$ cat src/rtl/matrix_ls_responder.sv
// matrix_ls_responder: load/store operand buffer holding one ROWS x COLS matrix
module matrix_ls_responder #(
  parameter int DWIDTH = 16,
  parameter int ROWS = 4,
  parameter int COLS = 4
) (
  input  logic              clk,
  input  logic              rst,
  input  logic [1:0]        op_i,
  input  logic              op_valid_i,
  output logic              op_ready_o,
  input  logic              in_valid_i,
  output logic              in_ready_o,
  input  logic [DWIDTH-1:0] in_data_i,
  output logic              out_valid_o,
  input  logic              out_ready_i,
  output logic [DWIDTH-1:0] out_data_o,
  output logic              out_last_o,
  output logic              done_o,
  output logic              err_o,
  output logic              loaded_o
);
  localparam int N = ROWS * COLS;
  localparam int IW = N > 1 ? $clog2(N) : 1;
  localparam logic [IW-1:0] LAST = IW'(N - 1);
  typedef enum logic [1:0] {IDLE, LOAD, STORE} state_t;
  state_t state_q, state_d;
  logic [IW-1:0] idx_q, idx_d, nxt;
  logic [DWIDTH-1:0] mem [N];
  logic [DWIDTH-1:0] out_data_q, out_data_d;
  logic out_valid_q, out_valid_d, out_last_q, out_last_d;
  logic done_q, done_d, err_q, err_d, loaded_q, loaded_d, mem_we;
  assign op_ready_o = state_q == IDLE;
  assign in_ready_o = state_q == LOAD;
  assign out_valid_o = out_valid_q;
  assign out_data_o = out_data_q;
  assign out_last_o = out_last_q;
  assign done_o = done_q;
  assign err_o = err_q;
  assign loaded_o = loaded_q;
  always_comb begin
    state_d = state_q;
    idx_d = idx_q;
    nxt = idx_q + 1'b1;
    out_valid_d = out_valid_q;
    out_data_d = out_data_q;
    out_last_d = out_last_q;
    done_d = 1'b0;
    err_d = 1'b0;
    loaded_d = loaded_q;
    mem_we = 1'b0;
    case (state_q)
      IDLE: if (op_valid_i) begin
        if (op_i == 2'b01) begin
          state_d = LOAD;
          idx_d = '0;
          loaded_d = 1'b0;
        end else if (op_i == 2'b10 && loaded_q) begin
          state_d = STORE;
          idx_d = '0;
          out_valid_d = 1'b1;
          out_data_d = mem[0];
          out_last_d = N == 1;
        end else if (op_i != 2'b00) begin
          err_d = 1'b1;
        end
      end
      LOAD: if (in_valid_i) begin
        mem_we = 1'b1;
        if (idx_q == LAST) begin
          state_d = IDLE;
          idx_d = '0;
          done_d = 1'b1;
          loaded_d = 1'b1;
        end else begin
          idx_d = nxt;
        end
      end
      STORE: if (out_ready_i) begin
        if (idx_q == LAST) begin
          state_d = IDLE;
          idx_d = '0;
          out_valid_d = 1'b0;
          out_last_d = 1'b0;
          done_d = 1'b1;
        end else begin
          idx_d = nxt;
          out_data_d = mem[nxt];
          out_last_d = nxt == LAST;
        end
      end
      default: state_d = IDLE;
    endcase
  end
  always_ff @(posedge clk) begin
    if (rst) begin
      state_q <= IDLE;
      idx_q <= '0;
      out_valid_q <= 1'b0;
      out_data_q <= '0;
      out_last_q <= 1'b0;
      done_q <= 1'b0;
      err_q <= 1'b0;
      loaded_q <= 1'b0;
    end else begin
      state_q <= state_d;
      idx_q <= idx_d;
      out_valid_q <= out_valid_d;
      out_data_q <= out_data_d;
      out_last_q <= out_last_d;
      done_q <= done_d;
      err_q <= err_d;
      loaded_q <= loaded_d;
    end
  end
  // storage is deliberately left uncleared by reset
  always_ff @(posedge clk) begin
    if (mem_we && !rst) mem[idx_q] <= in_data_i;
  end
endmodule

$ cat config.mk
export PLATFORM = sky130hd
export DESIGN_NAME = matrix_ls_responder
export DESIGN_NICKNAME = d
export VERILOG_FILES = /design/src/rtl/matrix_ls_responder.sv
export SDC_FILE = /design/constraint.sdc
export NUM_CORES = 1
export LEC_CHECK = 0
export BUFFER_PORTS_ARGS = -buffer_cell sky130_fd_sc_hd__buf_4
export CAP_MARGIN = 20
export CORE_MARGIN = 1.5
export CORE_UTILIZATION = 35
export DETAILED_ROUTE_END_ITERATION = 6
export HOLD_SLACK_MARGIN = 0.02
export SYNTH_ARGS = -nofsm -noshare
export SYNTH_HDL_FRONTEND = slang
export SYNTH_SLANG_ARGS = --single-unit
$ cat constraint.sdc
create_clock -name clk -period 3.3 [get_ports clk]
set_input_delay 0.165 -clock clk [delete_from_list [all_inputs] [get_ports clk]]
set_output_delay 0.165 -clock clk [all_outputs]
set_load 0.05 [all_outputs]
==> results.md <==
- Number of distinct library cells after synthesis: 52
- CP Capture Type: register
- Final GP Congestion: 0.777
- Area of the core region: 0.0327 sq mm
- Clock root buffer: sky130_fd_sc_hd__clkbuf_16
- Unrepaired setup endpoints after global routing: false
- Buffers inserted by post-CTS timing repair: 0
- Clock Latency Late Sink: 0.54 ns
- First drt pass iteration count: 5
- Area overhead of the layout relative to synthesis: 18.4%
- Number of cells upsized or downsized after cts: 0
- FP Rows: 66
- Sink count of the clock tree: 283
- Ports: 46
- Min-Delay Startpoint: op_valid_i
- Main flop type after synthesis: sky130_fd_sc_hd__edfxtp_1
- Combined buffer and inverter count along the critical path: 1
- Congestion Overflow GR: 0
- Max-capacitance violation count: 0
- Die span in y: 186 microns
- Routed via count: 6302
- Worst hold-check path type: input pin to register
- Initial antenna violation count: 0
- Least-Margin Pin Slew: 0.920 ns
- Number of cells in the finished layout apart from fillers: 1246
- Worst-path clk slew: 0.06 ns
- Type of origin of the critical path: register
- Diodes inserted: 0
- Routed vias/inst: 5.06
- Count of final setup violators: 0
- Period minus WS final: 2.41 ns
- Post-route clock skew: 0.0103 ns
- Fraction of synthesized cell area taken by the top area cell type: 0.659
- Total negative slack for setup checks: 0 ns
- Cells on worst reg2reg path: 7
- Endpoint required time on the critical path: 3.76 ns
- Final core occ: 0.422
- Cell family with most CP delay: compound AO/OA/AOI/OAI gates
- Htree depth: 1
- Reg-to-reg slack, setup: 0.89 ns
- Pins over their slew limit: 0
- Hold depth: 4
- Number of filler instances in the final layout: 2962
- Seq cells post-synth: 283
- CTS tree: yes
- HPWL Detailed: 16.6 mm
- Seq. cell area: 0.00823 sq mm
- Fin worst setup slack: 0.893 ns
- Number of synthesized flops with an enable pin: 256
- Number of placed instances with taps included: 1173
- Hold Vio Cnt, Final: 0
- Critical path's largest stage delay: 0.48 ns
- Crit path arrival time: 2.87 ns
- Vias in the first global route: 6236
- Largest buffer count on any clock path: 3
- Total number of yosys warnings: 0
- Port-buffer cells: 45
- Post-synthesis instance area: 0.0117 sq mm
- CP cell instances: inv_1 -> ha_1 -> nor2b_4 -> nor2_8 -> o2111ai_4 -> mux2_4 -> a211oi_2
- Initial core utilization: 0.357
- Largest driver fanout on the critical path: 16
- Syn nets: 712
- Highest-delay cell along the critical path: sky130_fd_sc_hd__o2111ai_4
- Fraction of the yosys area taken by sequential cells: 0.705
- Total global-route track usage: 0.155
- DRC violation total after the first TritonRoute iteration: 447
- Cells after Synth: 681
- Share of the clock period used by the worst path after layout: 0.729
- Proportion of layout cells with a drive suffix above 1: 0.284
- WL/cell: 21.2 microns
- Share of flip-flops with an asynchronous set or reset after synthesis: 0
- Largest area contributor in the synthesized netlist: sky130_fd_sc_hd__edfxtp_1
- Fmax: 415 MHz
- Power density cells: 537 mW/mm^2
- Worst-case hold slack: 0.0605 ns
- Antenna violation net count after detailed routing: 0
- Wire length of the first global-routing pass: 39.3 mm
- Area of combinational cells with multiple inputs: 0.00322 sq mm
- Hold-fix buffer count after cts: 20
- Pre-CTS setup slack: 0.897 ns
- Maximum number of pins on one net before global-route repair: 37
- Number of buffers inserted during clock tree synthesis: 29
- Die boundary width: 186 microns
- Critical path type: register to register
- Startpoint of the most critical register-to-register path: state_q[0]
- Final layout net count: 813
- Post-route DRC violation count: 0
- Sum of routed wire length over all layers: 26.5 mm
- Endpoint of the worst hold path: loaded_o
- Die Area: 0.0344 sq mm
- CP Launch Point: state_q[0]
- Post-synthesis average cell area: 17.1 sq um
- Relative max-transition margin: 0.386
- Status: finished, final reports clean
- Endpoint of the most critical register-to-register path: out_data_o[6]
- Peak VDD IR: 0.000449 V
- LEAKAGE: 4.31 nW
- Largest cells by area after synthesis: sky130_fd_sc_hd__edfxtp_1, sky130_fd_sc_hd__mux4_2, sky130_fd_sc_hd__mux2i_1
layout by cell type (no fill, tap or decap), types with 8 or more instances in the layout:
cell type                       synthesis  final
sky130_fd_sc_hd__clkbuf_16              0     29
sky130_fd_sc_hd__a211oi_2              10     10
sky130_fd_sc_hd__edfxtp_1             256    256
sky130_fd_sc_hd__nand2_1               37     37
sky130_fd_sc_hd__inv_1                 21     21
sky130_fd_sc_hd__nor2_1                31     20
sky130_fd_sc_hd__nor2_2                 1     12
sky130_fd_sc_hd__dfxtp_1               27     26
sky130_fd_sc_hd__a21oi_1               24     24
sky130_fd_sc_hd__mux2i_1               65     65
sky130_fd_sc_hd__buf_4                  7     83
sky130_fd_sc_hd__mux4_2                32     32
sky130_fd_sc_hd__nand3_1               17     17
sky130_fd_sc_hd__clkinv_2               0     10
sky130_fd_sc_hd__a221oi_2              10     10
sky130_fd_sc_hd__o21ai_1               10     10
sky130_fd_sc_hd__a22oi_1               16     16
sky130_fd_sc_hd__o21ai_0                8      8
sky130_fd_sc_hd__mux2_4                10     10
sky130_fd_sc_hd__dlygate4sd3_1          0     20
power by group:
group          switching (mW)  internal, mW  leakage, nW  total (mW)
logic                   0.298         0.198         1.37       0.496
clock network            1.30          1.69        0.430        2.99
registers              0.0154          3.92         2.52        3.94
cell families (layout without fill, tap and decap cells):
kind of cell               count (synthesis)  in the layout  share of synthesized area
and+or+nand+nor                          120            120                     0.0517
DFF                                      283            283                      0.705
xor gates and xnor gates                   2              2                    0.00215
muxes                                    114            114                      0.137
buffers and inverters                     56            179                     0.0239
AOI/OAI and AO/OA                         98             98                     0.0710
adders and majority gates                  8              8                    0.00858
through the flow:
step	instance area, sq um	total power, mW
detailed placement	12700	4.49
finish	13800	7.42
global route	13800	7.66
CTS	13800	7.50
global placement	12700	4.48
floorplan	11700	4.33
Yosys cell counts, types with 8 or more instances:
cell type / number
sky130_fd_sc_hd__mux2i_1: 65
sky130_fd_sc_hd__a221oi_2: 10
sky130_fd_sc_hd__mux2_4: 10
sky130_fd_sc_hd__edfxtp_1: 256
sky130_fd_sc_hd__nor2_1: 31
sky130_fd_sc_hd__a21oi_1: 24
sky130_fd_sc_hd__a22oi_1: 16
sky130_fd_sc_hd__buf_2: 16
sky130_fd_sc_hd__clkbuf_1: 9
sky130_fd_sc_hd__a211oi_2: 10
sky130_fd_sc_hd__nand2_1: 37
sky130_fd_sc_hd__dfxtp_1: 27
sky130_fd_sc_hd__inv_1: 21
sky130_fd_sc_hd__o21ai_0: 8
sky130_fd_sc_hd__mux4_2: 32
sky130_fd_sc_hd__o21ai_1: 10
sky130_fd_sc_hd__ha_1: 8
sky130_fd_sc_hd__nand3_1: 17
worst register-to-register path: cells and delay by family, from the launching register on:
family / cells / cell delay [ns]
simple gates: 2 / 0.36
buf+inv: 1 / 0.08
fa+ha+maj: 1 / 0.37
mux: 1 / 0.49
compound gates: 2 / 0.68
flops: 1 / 0.36
worst max-delay path by stage:
stage / slack [ns] / cells past startpoint / end
final: 0.89 / 7 / out_data_o[6]
after global routing: 0.70 / 7 / mem[5][12]
after CTS: 0.89 / 7 / out_data_o[2]
after detailed placement: 0.90 / 7 / out_data_o[6]
after global placement: 0.94 / 7 / out_data_o[7]
after floorplan: 0.41 / 6 / mem[0][0]
sequential cells by signal, indices dropped and copies added, names as in the netlist:
register	count
idx_q	4
out_last_o	1
out_valid_o	1
done_o	1
out_data_o	16
loaded_o	1
mem	256
state_q	2
err_o	1
layer usage:
metal  wire length (microns)  vias to the layer above  track usage  share of wire
met5                       0                        -            0              0
met4                     404                        0       0.0252          0.015
met3                    1370                       33       0.0213          0.052
met2                   12200                      179        0.246           0.46
met1                   12500                     3206        0.230           0.47
li1                        -                     2884            -              -
area by class of cell:
cell class | instances | area share
sequential | 283 | 0.596
multi-input combinational | 342 | 0.233
timing repair buffer | 105 | 0.0625
clock buffer | 35 | 0.0542
tap | 442 | 0.0400
clock inverter | 18 | 0.00834
inverter | 21 | 0.00571
(Power assumes the default switching activity.)
